===== src/rtl/corr_sweep_pkg.sv =====
// Shared definitions for the correlation sweep controller and the correlation-score stage.
// Covers coordinate and score widths, FSM state codes and the default sweep limits.
package corr_sweep_pkg;

    localparam int COORD_W   = 13;
    localparam int SCORE_W   = 16;
    localparam int DEF_X_MAX = 16;
    localparam int DEF_Y_MAX = 16;

    typedef logic [COORD_W-1:0] coord_t;
    typedef logic [SCORE_W-1:0] score_t;

    localparam logic [2:0] S_IDLE    = 3'd0;
    localparam logic [2:0] S_LAUNCH  = 3'd1;
    localparam logic [2:0] S_ARM     = 3'd2;
    localparam logic [2:0] S_WAIT    = 3'd3;
    localparam logic [2:0] S_COMPARE = 3'd4;
    localparam logic [2:0] S_ADVANCE = 3'd5;
    localparam logic [2:0] S_DONE    = 3'd6;

    // One extra bit so a step past the 13-bit range is still visible to the limit compare.
    function automatic logic [COORD_W:0] stepCoord(input coord_t c, input int unsigned stp);
        logic [31:0] stpVec;
        stpVec = stp;
        return {1'b0, c} + stpVec[COORD_W:0];
    endfunction

endpackage


===== src/rtl/corr_raster_cnt.sv =====
// Raster start-position generator: X is the inner loop, Y the outer loop.
// lastX/lastY flag that the next step would pass the respective limit.
module corr_raster_cnt
    import corr_sweep_pkg::*;
#(
    parameter int X_MAX = DEF_X_MAX,
    parameter int Y_MAX = DEF_Y_MAX,
    parameter int STEP  = 1
) (
    input  logic   clk,
    input  logic   rst,
    input  logic   clear,
    input  logic   step,
    output coord_t X,
    output coord_t Y,
    output logic   lastX,
    output logic   lastY
);

    localparam logic [COORD_W:0] X_LIM = (COORD_W+1)'(X_MAX);
    localparam logic [COORD_W:0] Y_LIM = (COORD_W+1)'(Y_MAX);

    logic [COORD_W:0] nextX;
    logic [COORD_W:0] nextY;

    assign nextX = stepCoord(X, STEP);
    assign nextY = stepCoord(Y, STEP);
    assign lastX = nextX > X_LIM;
    assign lastY = nextY > Y_LIM;

    always_ff @(posedge clk) begin
        if (rst || clear) begin
            X <= '0;
            Y <= '0;
        end else if (step) begin
            if (lastX) begin
                X <= '0;
                Y <= nextY[COORD_W-1:0];
            end else begin
                X <= nextX[COORD_W-1:0];
            end
        end
    end

endmodule


===== src/rtl/corr_sweep.sv =====
// Sweeps correlation start positions over a raster, launching one correlation per
// position and keeping the best score, with a per-position timeout.
module corr_sweep
    import corr_sweep_pkg::*;
#(
    parameter int X_MAX   = DEF_X_MAX,
    parameter int Y_MAX   = DEF_Y_MAX,
    parameter int STEP    = 1,
    parameter int TIMEOUT = 65535
) (
    input  logic   iCLK,
    input  logic   iRST,
    input  logic   iStart,
    input  logic   iCorr_finished,
    input  score_t iCorr_score,
    output coord_t oXstart,
    output coord_t oYstart,
    output logic   oCorr_start,
    output logic   oBusy,
    output logic   oDone,
    output coord_t oBest_X,
    output coord_t oBest_Y,
    output score_t oBest_score,
    output logic   oTimeout
);

    localparam int              CNT_W    = $clog2(TIMEOUT + 1);
    localparam logic [CNT_W-1:0] CNT_LAST = CNT_W'(TIMEOUT - 1);

    logic [2:0]       state;
    logic [CNT_W-1:0] waitCnt;
    score_t           scoreHold;
    logic             bestValid;
    logic             rasterClear;
    logic             rasterStep;
    logic             lastX;
    logic             lastY;
    logic             waitExpired;

    assign rasterClear = (state == S_IDLE) && iStart;
    assign rasterStep  = (state == S_ADVANCE) && !(lastX && lastY);
    assign waitExpired = (waitCnt == CNT_LAST);

    assign oCorr_start = (state == S_LAUNCH);
    assign oBusy       = (state != S_IDLE) && (state != S_DONE);
    assign oDone       = (state == S_DONE);

    corr_raster_cnt #(
        .X_MAX (X_MAX),
        .Y_MAX (Y_MAX),
        .STEP  (STEP)
    ) uRaster (
        .clk   (iCLK),
        .rst   (iRST),
        .clear (rasterClear),
        .step  (rasterStep),
        .X     (oXstart),
        .Y     (oYstart),
        .lastX (lastX),
        .lastY (lastY)
    );

    always_ff @(posedge iCLK) begin
        if (iRST) begin
            state       <= S_IDLE;
            waitCnt     <= '0;
            bestValid   <= 1'b0;
            oBest_X     <= '0;
            oBest_Y     <= '0;
            oBest_score <= '0;
            oTimeout    <= 1'b0;
        end else begin
            case (state)
                S_IDLE: begin
                    if (iStart) begin
                        state       <= S_LAUNCH;
                        bestValid   <= 1'b0;
                        oBest_X     <= '0;
                        oBest_Y     <= '0;
                        oBest_score <= '0;
                        oTimeout    <= 1'b0;
                    end
                end
                S_LAUNCH: begin
                    waitCnt <= '0;
                    state   <= S_ARM;
                end
                // Expiry is checked first here so the counter can never run past its last value.
                S_ARM: begin
                    waitCnt <= waitCnt + 1'b1;
                    if (waitExpired) begin
                        oTimeout <= 1'b1;
                        state    <= S_ADVANCE;
                    end else if (!iCorr_finished) begin
                        state <= S_WAIT;
                    end
                end
                S_WAIT: begin
                    waitCnt <= waitCnt + 1'b1;
                    if (iCorr_finished) begin
                        scoreHold <= iCorr_score;
                        state     <= S_COMPARE;
                    end else if (waitExpired) begin
                        oTimeout <= 1'b1;
                        state    <= S_ADVANCE;
                    end
                end
                S_COMPARE: begin
                    if (!bestValid || (scoreHold > oBest_score)) begin
                        bestValid   <= 1'b1;
                        oBest_X     <= oXstart;
                        oBest_Y     <= oYstart;
                        oBest_score <= scoreHold;
                    end
                    state <= S_ADVANCE;
                end
                S_ADVANCE: begin
                    state <= (lastX && lastY) ? S_DONE : S_LAUNCH;
                end
                S_DONE: begin
                    state <= S_IDLE;
                end
                default: begin
                    state <= S_IDLE;
                end
            endcase
        end
    end

endmodule


===== config.mk =====
export PLATFORM = sky130hd
export DESIGN_NAME = corr_sweep
export DESIGN_NICKNAME = d
export VERILOG_FILES = /design/src/rtl/corr_sweep_pkg.sv /design/src/rtl/corr_raster_cnt.sv /design/src/rtl/corr_sweep.sv
export SDC_FILE = /design/constraint.sdc
export NUM_CORES = 1
export LEC_CHECK = 0
export ABC_AREA = 1
export ABC_CLOCK_PERIOD_IN_PS = 3600
export CORE_MARGIN = 2
export CORE_UTILIZATION = 57
export CTS_CLUSTER_DIAMETER = 80
export DETAILED_ROUTE_END_ITERATION = 10
export PLACE_DENSITY = 0.95
export SLEW_MARGIN = 20
export SYNTH_ARGS = -nofsm -noshare
export SYNTH_HDL_FRONTEND = slang
export SYNTH_SLANG_ARGS = --single-unit

===== constraint.sdc =====
create_clock -name iCLK -period 3.6 [get_ports iCLK]
set_clock_uncertainty 0.2 [all_clocks]
set_input_delay 0.54 -clock iCLK [delete_from_list [all_inputs] [get_ports iCLK]]
set_output_delay 0.54 -clock iCLK [all_outputs]
set_load 0.02 [all_outputs]

Yosys cells after proc, flatten, opt, wreduce, memory -nomap -nowiden. Index checks and enable logic that the tools add are counted.

$add $sub $neg: 3. $mul: 0. Div/mod/pow operators: 0. $lt $le $gt $ge: 3. Eq/ne operators: 13. Shifts and indexed selects: 0. Mux-type cells: 23. Bitwise logic cells: 1. Reduce and logical (&&, ||, !) cells: 19.

Operators with widths (number): one-hot mux 16 bit (2 select lines) (2); two-way mux 13 bit (4); one-hot mux 13 bit (2 select lines) (2); two-way mux 16 bit (2); adder 13 x 1 -> 14 bit (second input constant) (2); greater-than comparator 14 x 5 -> 1 bit (second input constant) (2); two-way mux 3 bit (6); one-hot mux 3 bit (6 select lines) (1); adder 16 x 1 -> 16 bit (second input constant) (1); equality test 16 bit (second input constant) (1); greater-than comparator 16 bit (1); AND reduction 3 bit (4); equality test 3 bit (second input constant) (3); != test 3 bit (second input constant) (3); equality test 3 x 2 -> 1 bit (second input constant) (2); != test 2 bit (second input constant) (3); nonzero test 3 bit (2); logical AND 1 bit (4); two-way mux 1 bit (4); nonzero test 2 bit (2); equality test 3 x 1 -> 1 bit (second input constant) (1); zero test 3 bit (1); one-hot mux 1 bit (3 select lines) (1); zero test 1 bit (2); 5 further kinds (6).

Register bits: 105. Latch bits: 0. Bits in writable memories: 0. Memory bits (read-only): 0. Output and inout bits: 72. Logic and storage cells: 72. Memories: 0.

Depth between registers and ports, before layout.
Depth in word-level cells: 6. Mapped depth: 17.

Modules after synthesis. A second synthesis with hierarchy kept.

Cells, all modules: 677. Area total of the unflattened synthesis: 5308.8 sq um.

Modules (own cells, without submodules): corr_sweep (instances 1, cells each 445, area an instance 3817.4 sq um, sequential area each 1741.7 sq um); corr_raster_cnt (instances 1, cells each 232, area an instance 1491.4 sq um, sequential area each 520.5 sq um).

Least setup slack after synthesis. No wires, ideal clock.

Path type: input to register. Start: in iRST. End: reg scoreHold[0] (enable). Setup time: 0.388 ns. Arrival: 1.641 ns. Slack: 1.370 ns. Stages: 4. Path buffers: 1. Cells stage by stage: inv_1 clkbuf_1 nand2_1 nor2_1.

Word-level cells in the longest chain between the ends: 2.

RTL lines: start, declared (RTL line corr_sweep.sv:12) `input logic iRST,`; NOT 1 bit (no source line); AND reduction 3 bit (no source line); end signal, assigned (RTL line corr_sweep.sv:101) `scoreHold <= iCorr_score;`; end, declared (RTL line corr_sweep.sv:32) `score_t scoreHold;`.

No other way between the ends. A chain may end at the register's enable or synchronous reset.

Worst setup path after layout.
Start: reg state[0]. End: out oCorr_start.

Word-level cells in the longest chain between the ends: 1.

RTL lines: start, declared (RTL line corr_sweep.sv:30) `logic [2:0] state;`; start signal, assigned (RTL line corr_sweep.sv:118) `state <= (lastX && lastY) ? S_DONE : S_LAUNCH;`; equality test 3 x 1 -> 1 bit (RTL line corr_sweep.sv:44) `assign oCorr_start = (state == S_LAUNCH);`; end, declared (RTL line corr_sweep.sv:18) `output logic oCorr_start,`.

No other way between the ends.

==> run summary <==
CP max FO = 7
clock latency on the worst-skew pair = 0.38 ns
fmax = 0.334 GHz
initial core utilization = 0.580
Syn Std Cell Area = 5000 sq um
DP Worst Slack = 0.816 ns
post-synthesis sequential area ratio = 0.452
fin nets = 780
average vias per placed instance = 5.48
RSZ-0062 raised after global routing = no
net count after synthesis = 688
Int Pwr = 1590 uW
GRT Total Usage = 0.257
TritonRoute pass-1 iters = 5
cells along the critical path = inv_2, nor2_1, inv_1, nor2_1, clkdlybuf4s50_1
fin area = 6210 sq um
Placed Area = 6030 sq um
ANT nets after route = 0
H-tree depth = 3
final setup margin = 0.608 ns
CP Capture Type = primary output
GPL Wtd Cong = 0.883
worst r2r src = scoreHold[1]
Hold Fails Final Rpt = 0
status = completed
Psw = 595 uW
CTS Buffer Depth = 2
total core area = 8640 sq um
grt ovf = 0
Critical Setup Path Class = reg -> out
TritonCTS Buffers = 9
Switching Fraction = 0.273
Worst EP required = 2.86 ns
Fin Setup TNS = 0 ns
Worst Path Buf+Inv = 3
die width = 97.7 um
Ant. Diodes = 0
Die Area = 9550 sq um
crit share post-route = 0.831
site row count = 34
Post-CTS Setup Bufs = 0
IO Pins = 92
hold_sp = bestValid
CP startpoint kind = flop
drt wl/cell = 14.6 um
layout cells sized above 1 = 0.0767
Critical path destination = oCorr_start
CP Depth = 5
Pwr per Cell Area = 351 nW/um^2
Slew Limit Fails = 0
vias in the first global route = 4393
vias post-DR = 4663
Worst Max-Slew Pin Slew = 0.697 ns
worst r2r dst = oBest_score[3]
static leakage = 0.00239 uW
area grow syn2layout = 24.2%
cell mode on critical path = nor2_1
CTS tree = done
WHS = 0.281 ns
first-pass GRT wire length = 20200 um
cts hold-fix bufs = 0
HPWL after DPL = 9240 um
ys flop type = dfxtp_1
Post-synth EDFFs = 16
Sink Count = 105
clock network fraction of design power = 0.321
Post-CTS Resized = 0
Total Wirelength = 12400 um
Worst Path Arrival = 2.25 ns
Avg Cell Area, Syn = 7.75 sq um
VDD IR max = 0.195 mV
initial antenna violation count = 0
number of synthesized register bits = 105
Power Total = 2180 uW
Max-Cap Viols = 0
CP max-delay cell = clkdlybuf4s50_1
DRC viols = 0
Logic pwr share = 0.120
CP max stage delay = 0.71 ns
Netlist cell types = 38
clk slew on worst S/H paths = 0.09 ns
minimum clock period = 2.99 ns
CTS root buf = clkbuf_8
reg2reg path depth = 16
largest net degree at the start of global routing = 35
hold crit path type = reg -> reg
Reg power frac = 0.559
Slew HR = 0.531
Die Y = 97.7 um
Worst path top cell family by delay = buffers and inverters
CP startpoint = state[0]
Cells after Synth = 646
Async S/R FF share, synth = 0
port buffer count = 91
YS warnings = 0
endpoints failing setup = 0
initial drt markers = 229
worst reg2reg setup slack = 0.89 ns
[per-stage QoR]
stage / std cells / utilization
after floorplan: 646 / -
after global placement: 835 / 0.698
after detailed placement: 835 / 0.698
after CTS: 851 / 0.720
after global routing: 851 / 0.720
final: 851 / 0.720
[synthesized netlist by cell type, types with 5 or more instances]
| master | count | area (sq um) |
|---|---|---|
| nand2_1 | 134 | 503 |
| dfxtp_1 | 89 | 1780 |
| inv_1 | 80 | 300 |
| nor2_1 | 63 | 236 |
| nand3_1 | 55 | 275 |
| o21ai_0 | 53 | 265 |
| a21oi_1 | 28 | 140 |
| ha_1 | 22 | 275 |
| edfxtp_1 | 16 | 480 |
| nor3_1 | 15 | 75.1 |
| clkbuf_1 | 9 | 33.8 |
| nand4_1 | 9 | 56.3 |
| nor2_4 | 7 | 78.8 |
| inv_2 | 6 | 22.5 |
| o21ai_1 | 6 | 30.0 |
| buf_2 | 5 | 25.0 |
| xor2_1 | 5 | 43.8 |
[power by group through the flow]
stage          Combinational, uW  Sequential (uW)  Clock (uW)
2_1_floorplan                164             1240           0
3_3_place_gp                 251             1240           0
3_5_place_dp                 257             1250           0
4_1_cts                      258             1220         711
5_1_grt                      291             1220         748
6_report                     262             1220         700
[tightest hold or removal path, cell delays in order, from the launching register on]
cell and delay (ns):
dfxtp_1 0.32, nand2_1 0.06, nand2_1 0.06
[routing by layer]
layer | vias up | global-route usage | wire length, um
met5 | - | 0 | 0
met4 | 0 | 0.113 | 408
met3 | 35 | 0.0446 | 676
met2 | 175 | 0.424 | 5990
met1 | 2149 | 0.334 | 5360
li1 | 2304 | - | -
[sequential cells by signal (all words and copies together), names as in the netlist]
name,cells
bestValid,1
oBest_X,13
oBest_Y,13
oBest_score,16
oTimeout,1
scoreHold,16
state,3
uRaster.X,13
uRaster.Y,13
waitCnt,16
[kinds of logic (layout without fill, tap and decap cells)]
| kind of cell | Yosys count | count (layout) | share of synthesized area |
|---|---|---|---|
| fa+ha+maj | 22 | 22 | 0.0550 |
| compound gates | 102 | 102 | 0.111 |
| buf+inv | 102 | 199 | 0.0785 |
| flops | 105 | 105 | 0.452 |
| xor+xnor | 5 | 5 | 0.00875 |
| simple gates | 310 | 310 | 0.294 |
[layout by cell type (no fill, tap or decap), types with 4 or more instances in the layout]
master,n
a21oi_1,28
buf_4,6
clkbuf_8,9
clkdlybuf4s50_1,91
dfxtp_1,89
edfxtp_1,16
ha_1,22
inv_1,80
inv_2,6
nand2_1,134
nand2_2,4
nand3_1,55
nand3_2,4
nand4_1,9
nor2_1,63
nor2_2,4
nor2_4,7
nor3_1,15
o21ai_0,53
o21ai_1,6
o22ai_1,4
xor2_1,5
[how the worst min path moves through the flow]
stage                      endpoint  slack (ns)  cells past startpoint
after floorplan           bestValid        0.23                      2
after global placement    bestValid        0.24                      2
after detailed placement  bestValid        0.27                      2
after CTS                 bestValid        0.28                      2
after global routing      bestValid        0.28                      2
final                     bestValid        0.28                      2
[final cells by class]
class | instances | area (sq um)
well taps | 108 | 135
repair buffers | 97 | 956
multi-input cells | 439 | 2350
clock buffers | 11 | 153
fillers | 643 | 2420
clock inverters | 5 | 35.0
inverters | 86 | 323
flip-flops and latches | 105 | 2260
Power figures use the tool's default switching activity.
